File: src/rtl/cam_search_sched.sv
// Dual-lane search front-end for the dual-port ternary CAM.
// Two-stage pipeline (S1 key drive, S2 result capture) feeding a
// credit-protected in-order response FIFO with valid/ready backpressure.
module cam_search_sched #(
   parameter int DEPTH      = 64,
   parameter int WIDTH      = 36,
   parameter int ID_W       = 4,
   parameter int FIFO_DEPTH = 4,
   localparam int AW        = $clog2(DEPTH)
) (
   input  logic             clk,
   input  logic             rst_n,
   input  logic             req_valid_0,
   input  logic [WIDTH-1:0] req_key_0,
   input  logic [ID_W-1:0]  req_id_0,
   output logic             req_ready_0,
   input  logic             req_valid_1,
   input  logic [WIDTH-1:0] req_key_1,
   input  logic [ID_W-1:0]  req_id_1,
   output logic             req_ready_1,
   output logic [WIDTH-1:0] mPatt_0,
   input  logic             match_0,
   input  logic [AW-1:0]    mAddr_0,
   output logic [WIDTH-1:0] mPatt_1,
   input  logic             match_1,
   input  logic [AW-1:0]    mAddr_1,
   output logic             resp_valid,
   input  logic             resp_ready,
   output logic [ID_W-1:0]  resp_id,
   output logic             resp_hit,
   output logic [AW-1:0]    resp_addr
);

   localparam int PW = $clog2(FIFO_DEPTH);
   localparam int CW = PW + 1;
   localparam int IW = CW + 1;
   localparam int EW = ID_W + 1 + AW;

   // S1 stage
   logic             s1_v0_q, s1_v0_d, s1_v1_q, s1_v1_d;
   logic [WIDTH-1:0] s1_key0_q, s1_key0_d, s1_key1_q, s1_key1_d;
   logic [ID_W-1:0]  s1_id0_q, s1_id0_d, s1_id1_q, s1_id1_d;

   // S2 stage
   logic             s2_v0_q, s2_v0_d, s2_v1_q, s2_v1_d;
   logic [ID_W-1:0]  s2_id0_q, s2_id0_d, s2_id1_q, s2_id1_d;
   logic             s2_hit0_q, s2_hit0_d, s2_hit1_q, s2_hit1_d;
   logic [AW-1:0]    s2_addr0_q, s2_addr0_d, s2_addr1_q, s2_addr1_d;

   // Response FIFO
   logic [EW-1:0]    mem_q [FIFO_DEPTH];
   logic [EW-1:0]    mem_d [FIFO_DEPTH];
   logic [PW-1:0]    wr_ptr_q, wr_ptr_d, rd_ptr_q, rd_ptr_d;
   logic [CW-1:0]    cnt_q, cnt_d;

   logic             accept_0, accept_1;
   logic             pop;
   logic [1:0]       n_push;
   logic [IW-1:0]    inflight, free_w;
   logic [EW-1:0]    head;

   // Credit accounting from registered occupancy only; accept decisions
   always_comb begin
      inflight = IW'(cnt_q)
               + IW'(s1_v0_q) + IW'(s1_v1_q)
               + IW'(s2_v0_q) + IW'(s2_v1_q);
      free_w      = IW'(FIFO_DEPTH) - inflight;
      req_ready_0 = (free_w >= IW'(1));
      req_ready_1 = (free_w >= IW'(2));
      accept_0    = req_valid_0 & req_ready_0;
      accept_1    = accept_0 & req_valid_1 & req_ready_1;
   end

   // S1 next state: keys only load on accept so mPatt holds when idle
   always_comb begin
      s1_v0_d   = accept_0;
      s1_v1_d   = accept_1;
      s1_key0_d = accept_0 ? req_key_0 : s1_key0_q;
      s1_id0_d  = accept_0 ? req_id_0  : s1_id0_q;
      s1_key1_d = accept_1 ? req_key_1 : s1_key1_q;
      s1_id1_d  = accept_1 ? req_id_1  : s1_id1_q;
   end

   assign mPatt_0 = s1_key0_q;
   assign mPatt_1 = s1_key1_q;

   // S2 next state: capture CAM result, address forced to zero on a miss
   always_comb begin
      s2_v0_d    = s1_v0_q;
      s2_v1_d    = s1_v1_q;
      s2_id0_d   = s1_id0_q;
      s2_id1_d   = s1_id1_q;
      s2_hit0_d  = match_0;
      s2_hit1_d  = match_1;
      s2_addr0_d = match_0 ? mAddr_0 : '0;
      s2_addr1_d = match_1 ? mAddr_1 : '0;
   end

   // FIFO next state: lane 0 pushed ahead of lane 1, one pop per cycle
   always_comb begin
      mem_d  = mem_q;
      n_push = {1'b0, s2_v0_q} + {1'b0, s2_v1_q};
      pop    = resp_valid & resp_ready;
      if (s2_v0_q) begin
         mem_d[wr_ptr_q] = {s2_id0_q, s2_hit0_q, s2_addr0_q};
      end
      if (s2_v1_q) begin
         mem_d[wr_ptr_q + PW'(s2_v0_q)] = {s2_id1_q, s2_hit1_q, s2_addr1_q};
      end
      wr_ptr_d = wr_ptr_q + PW'(n_push);
      rd_ptr_d = rd_ptr_q + PW'(pop);
      cnt_d    = cnt_q + CW'(n_push) - CW'(pop);
   end

   // Response outputs are zeroed while the FIFO is empty
   always_comb begin
      resp_valid = (cnt_q != '0);
      head       = resp_valid ? mem_q[rd_ptr_q] : '0;
      {resp_id, resp_hit, resp_addr} = head;
   end

   // Pipeline and FIFO state registers
   always_ff @(posedge clk or negedge rst_n) begin
      if (!rst_n) begin
         s1_v0_q    <= 1'b0;
         s1_v1_q    <= 1'b0;
         s1_key0_q  <= '0;
         s1_key1_q  <= '0;
         s1_id0_q   <= '0;
         s1_id1_q   <= '0;
         s2_v0_q    <= 1'b0;
         s2_v1_q    <= 1'b0;
         s2_id0_q   <= '0;
         s2_id1_q   <= '0;
         s2_hit0_q  <= 1'b0;
         s2_hit1_q  <= 1'b0;
         s2_addr0_q <= '0;
         s2_addr1_q <= '0;
         wr_ptr_q   <= '0;
         rd_ptr_q   <= '0;
         cnt_q      <= '0;
         for (int unsigned i = 0; i < FIFO_DEPTH; i++) begin
            mem_q[i] <= '0;
         end
      end else begin
         s1_v0_q    <= s1_v0_d;
         s1_v1_q    <= s1_v1_d;
         s1_key0_q  <= s1_key0_d;
         s1_key1_q  <= s1_key1_d;
         s1_id0_q   <= s1_id0_d;
         s1_id1_q   <= s1_id1_d;
         s2_v0_q    <= s2_v0_d;
         s2_v1_q    <= s2_v1_d;
         s2_id0_q   <= s2_id0_d;
         s2_id1_q   <= s2_id1_d;
         s2_hit0_q  <= s2_hit0_d;
         s2_hit1_q  <= s2_hit1_d;
         s2_addr0_q <= s2_addr0_d;
         s2_addr1_q <= s2_addr1_d;
         wr_ptr_q   <= wr_ptr_d;
         rd_ptr_q   <= rd_ptr_d;
         cnt_q      <= cnt_d;
         mem_q      <= mem_d;
      end
   end

endmodule

File: config.mk
export PLATFORM = sky130hd
export DESIGN_NAME = cam_search_sched
export DESIGN_NICKNAME = d
export VERILOG_FILES = /design/src/rtl/cam_search_sched.sv
export SDC_FILE = /design/constraint.sdc
export NUM_CORES = 1
export LEC_CHECK = 0
export ABC_AREA = 1
export CAP_MARGIN = 20
export CORE_UTILIZATION = 49
export DETAILED_ROUTE_END_ITERATION = 10
export PLACE_DENSITY = 0.82
export SLEW_MARGIN = 20
export SYNTH_ARGS = -nofsm -noshare
export SYNTH_HDL_FRONTEND = slang
export SYNTH_SLANG_ARGS = --single-unit
File: constraint.sdc
create_clock -name clk -period 3.22 [get_ports clk]
set_input_delay 0.644 -clock clk [delete_from_list [all_inputs] [get_ports clk]]
set_output_delay 0.644 -clock clk [all_outputs]
set_load 0.03 [all_outputs]
==> results_dict.tcl <==
set metrics [dict create \
    fin_crit_ps 3199 \
    antenna_found_initial 1 \
    root_buffer "clkbuf_16" \
    syn_inst 782 \
    grt_util_met1_pct 31.07 \
    yosys.cell_types.count 27 \
    hold_path_class "input pin to asynchronous set/reset pin" \
    synth-edff-count 0 \
    vias_per_cell 5.183 \
    start_util_pct 49.92 \
    ys_ff_latch 157 \
    worst_setup_path_end_kind "output pin" \
    tightestPinTransition_ps 946.5 \
    maxSlewViolCount 0 \
    synth_warnings 0 \
    place_inst 1116 \
    first_pass_iters 7 \
    netlist_area_mm2 0.006903 \
    required_ps 2580 \
    die-height_um 120.7 \
    avgSynthCellArea_um2 8.827 \
    busiest_layer "met2" \
    cp_slowest_stage_delay_ps 530 \
    postRouteAntennaNets 0 \
    power_density_mw_per_mm2 1267 \
    die_w_um 120.7 \
    synthArstFlopShare_pct 100.0 \
    yosysSeqAreaShare_pct 56.91 \
    gr-total-overflow 0 \
    grt_usage_pct 27.70 \
    hpwl_um 12370 \
    rows 43 \
    syn-num-nets 897 \
    ys.flop_type "dfrtp_1" \
    synthTopCellsByArea "dfrtp_1, nand2_1, o21ai_0, inv_1, o211ai_1" \
    grt_start_max_net_pins 90 \
    grt_util_met3_pct 9.858 \
    place_area_mm2 0.008875 \
    syn_to_final_growth_pct 39.39 \
    switching_share_pct 43.96 \
    clkTransAtPathRegs_ps 60 \
    finalHoldViolCount 0 \
    fillCellCount 1010 \
    clk_latency_ps 430 \
    drive_gt1_share_pct 7.385 \
    crit_buf_inv 4 \
    portBuffers 184 \
    wl_per_cell_um 16.36 \
    maxCapViolations 0 \
    drt-initial-drc-count 369 \
    r2r_slack_ps 180 \
    max_freq_mhz 312.6 \
    final_util_pct 69.59 \
    yosys.area.top_type "dfrtp_1" \
    die_area_mm2 0.01457 \
    period_share_pct 99.35 \
    met2_usage_pct 46.30 \
    instances_no_fill 1156 \
    synth_top_area_share_pct 56.91 \
    layout_commonest_cell "nand2_1" \
    grt_pass1_vias 6207 \
    drc 0 \
    internal_power_mw 6.832 \
    power.switching_mw 5.359 \
    peakVddDrop_v 0.0007040 \
    power.share.clock_pct 17.8 \
    crit_family "adder cells" \
    cp_max_fo 2 \
    path_common_cell "inv_1" \
    final_cell_mix "nand2_1, clkdlybuf4s50_1, dfrtp_1" \
    cts_max_level 4 \
    cts_tree "done" \
    arrival_ps 2560 \
    cts_sinks 157 \
    core_mm2 0.01383 \
    final_net_count 1077 \
    max-clock-path-buffers 2 \
    status "finished, final reports clean" \
    p_seq_share_pct 28.1 \
    finalClockSkew_ps 7.748 \
    rsz0062_at_grt "yes" \
    numCtsBuffers 17 \
    grt_pass1_wl_um 30650 \
    cp_slowest_cell "fa_2" \
    relSlewSlack_pct 36.72 \
    cp-start-kind "register" \
    fin_area_mm2 0.009622 \
    route.vias.total 5991 \
    io_pins 185 \
    cts.hold.buffers_added 0 \
    wirelength_um 18910 \
    leakage_nw 4.705 \
    place_congestion 0.8156 \
    critPathKind "register to output pin" \
    worstPathCellList "fa_1 -> inv_1 -> ha_2 -> inv_2 -> fa_2 -> inv_1 -> nor2_2 -> nand3_4 -> buf_6" \
    combPwrFrac_pct 54.1 \
    setup_viol 0 \
]
-- logic make-up after synthesis --
logic type      share of synthesized area (%)
simple gates                            17.58
compound gates                          13.87
flops                                   56.92
buf+inv                                 7.667
fa+ha+maj                               3.335
xor+xnor                               0.6345
-- metrics by stage --
step / hold WS [ps] / setup slack, ps / power [mW] / TNS [ps]
2_1_floorplan: 347.8 / 511.7 / 7.412 / 0
3_3_place_gp: 353.9 / 235.9 / 9.434 / 0
3_5_place_dp: 360.1 / 127.5 / 9.614 / 0
4_1_cts: 321.9 / -14.16 / 12.01 / -17.14
5_1_grt: 345.3 / -67.26 / 13.04 / -122.2
6_report: 289.7 / 20.84 / 12.19 / 0
-- what timing repair did --
action | in CTS | in global routing
pin swaps | 2 | 8
gates resized for setup | 7 | 10
endpoints found under the hold margin | 0 | 0
setup endpoints to repair | 2 | 44
setup buffers | 4 | 3
-- layout make-up --
cell class	count	area (um2)	area share, %
diodes	1	2.502	0.02601
clock buffers	23	488.0	5.072
clock inverters	9	157.7	1.638
inverters	82	310.3	3.225
multi-input cells	499	2477	25.75
flip-flops and latches	157	3930	40.85
well taps	180	225.2	2.341
repair buffers	205	2031	21.11
-- flip-flops by register name, summed over array words and instances (netlist names), 3 cells and up --
| register | flops |
|---|---|
| s1_id1_q | 4 |
| s2_id1_q | 4 |
| mPatt_1 | 36 |
| s2_id0_q | 4 |
| s1_id0_q | 4 |
| mem_q | 44 |
| cnt_q | 3 |
| s2_addr1_q | 6 |
| s2_addr0_q | 6 |
| mPatt_0 | 36 |
-- cells in the mapped netlist (11+ instances only) --
cell type  number
buf_2          14
nand3_1        14
dfrtp_1       157
clkbuf_1       18
ha_1           12
o21ai_1        16
nor2_1         15
a21oi_1        33
nand2_1       268
inv_1          80
a31oi_1        11
o211ai_1       33
o21ai_0        79
-- worst paths after layout --
check	start	endpoint	cells past startpoint
max	s2_v0_q	req_ready_0	9
min	rst_n	s2_addr1_q[1]	1
max reg2reg	s2_v0_q	mPatt_1[10]	18
min reg2reg	s1_id1_q[1]	s2_id1_q[1]	0
max in group asynchronous	rst_n	mem_q[5]	2
min in group clk	s1_id1_q[1]	s2_id1_q[1]	0
-- power groups by stage --
stage / Sequential (mW) / Clock [mW] / Combinational (mW)
2_1_floorplan: 4.20 / 0 / 3.21
3_3_place_gp: 3.40 / 0 / 6.03
3_5_place_dp: 3.42 / 0 / 6.20
4_1_cts: 3.42 / 2.18 / 6.41
5_1_grt: 3.52 / 2.27 / 7.25
6_report: 3.43 / 2.17 / 6.60
-- metal layers --
metal	part of all wire, %	wire length [um]	up-vias
met5	0	0	-
met4	3.5	670	0
met3	8.8	1657	45
met2	50	9408	248
met1	38	7175	2844
li1	-	-	2854
No activity file was read; power rests on OpenSTA's default activity.
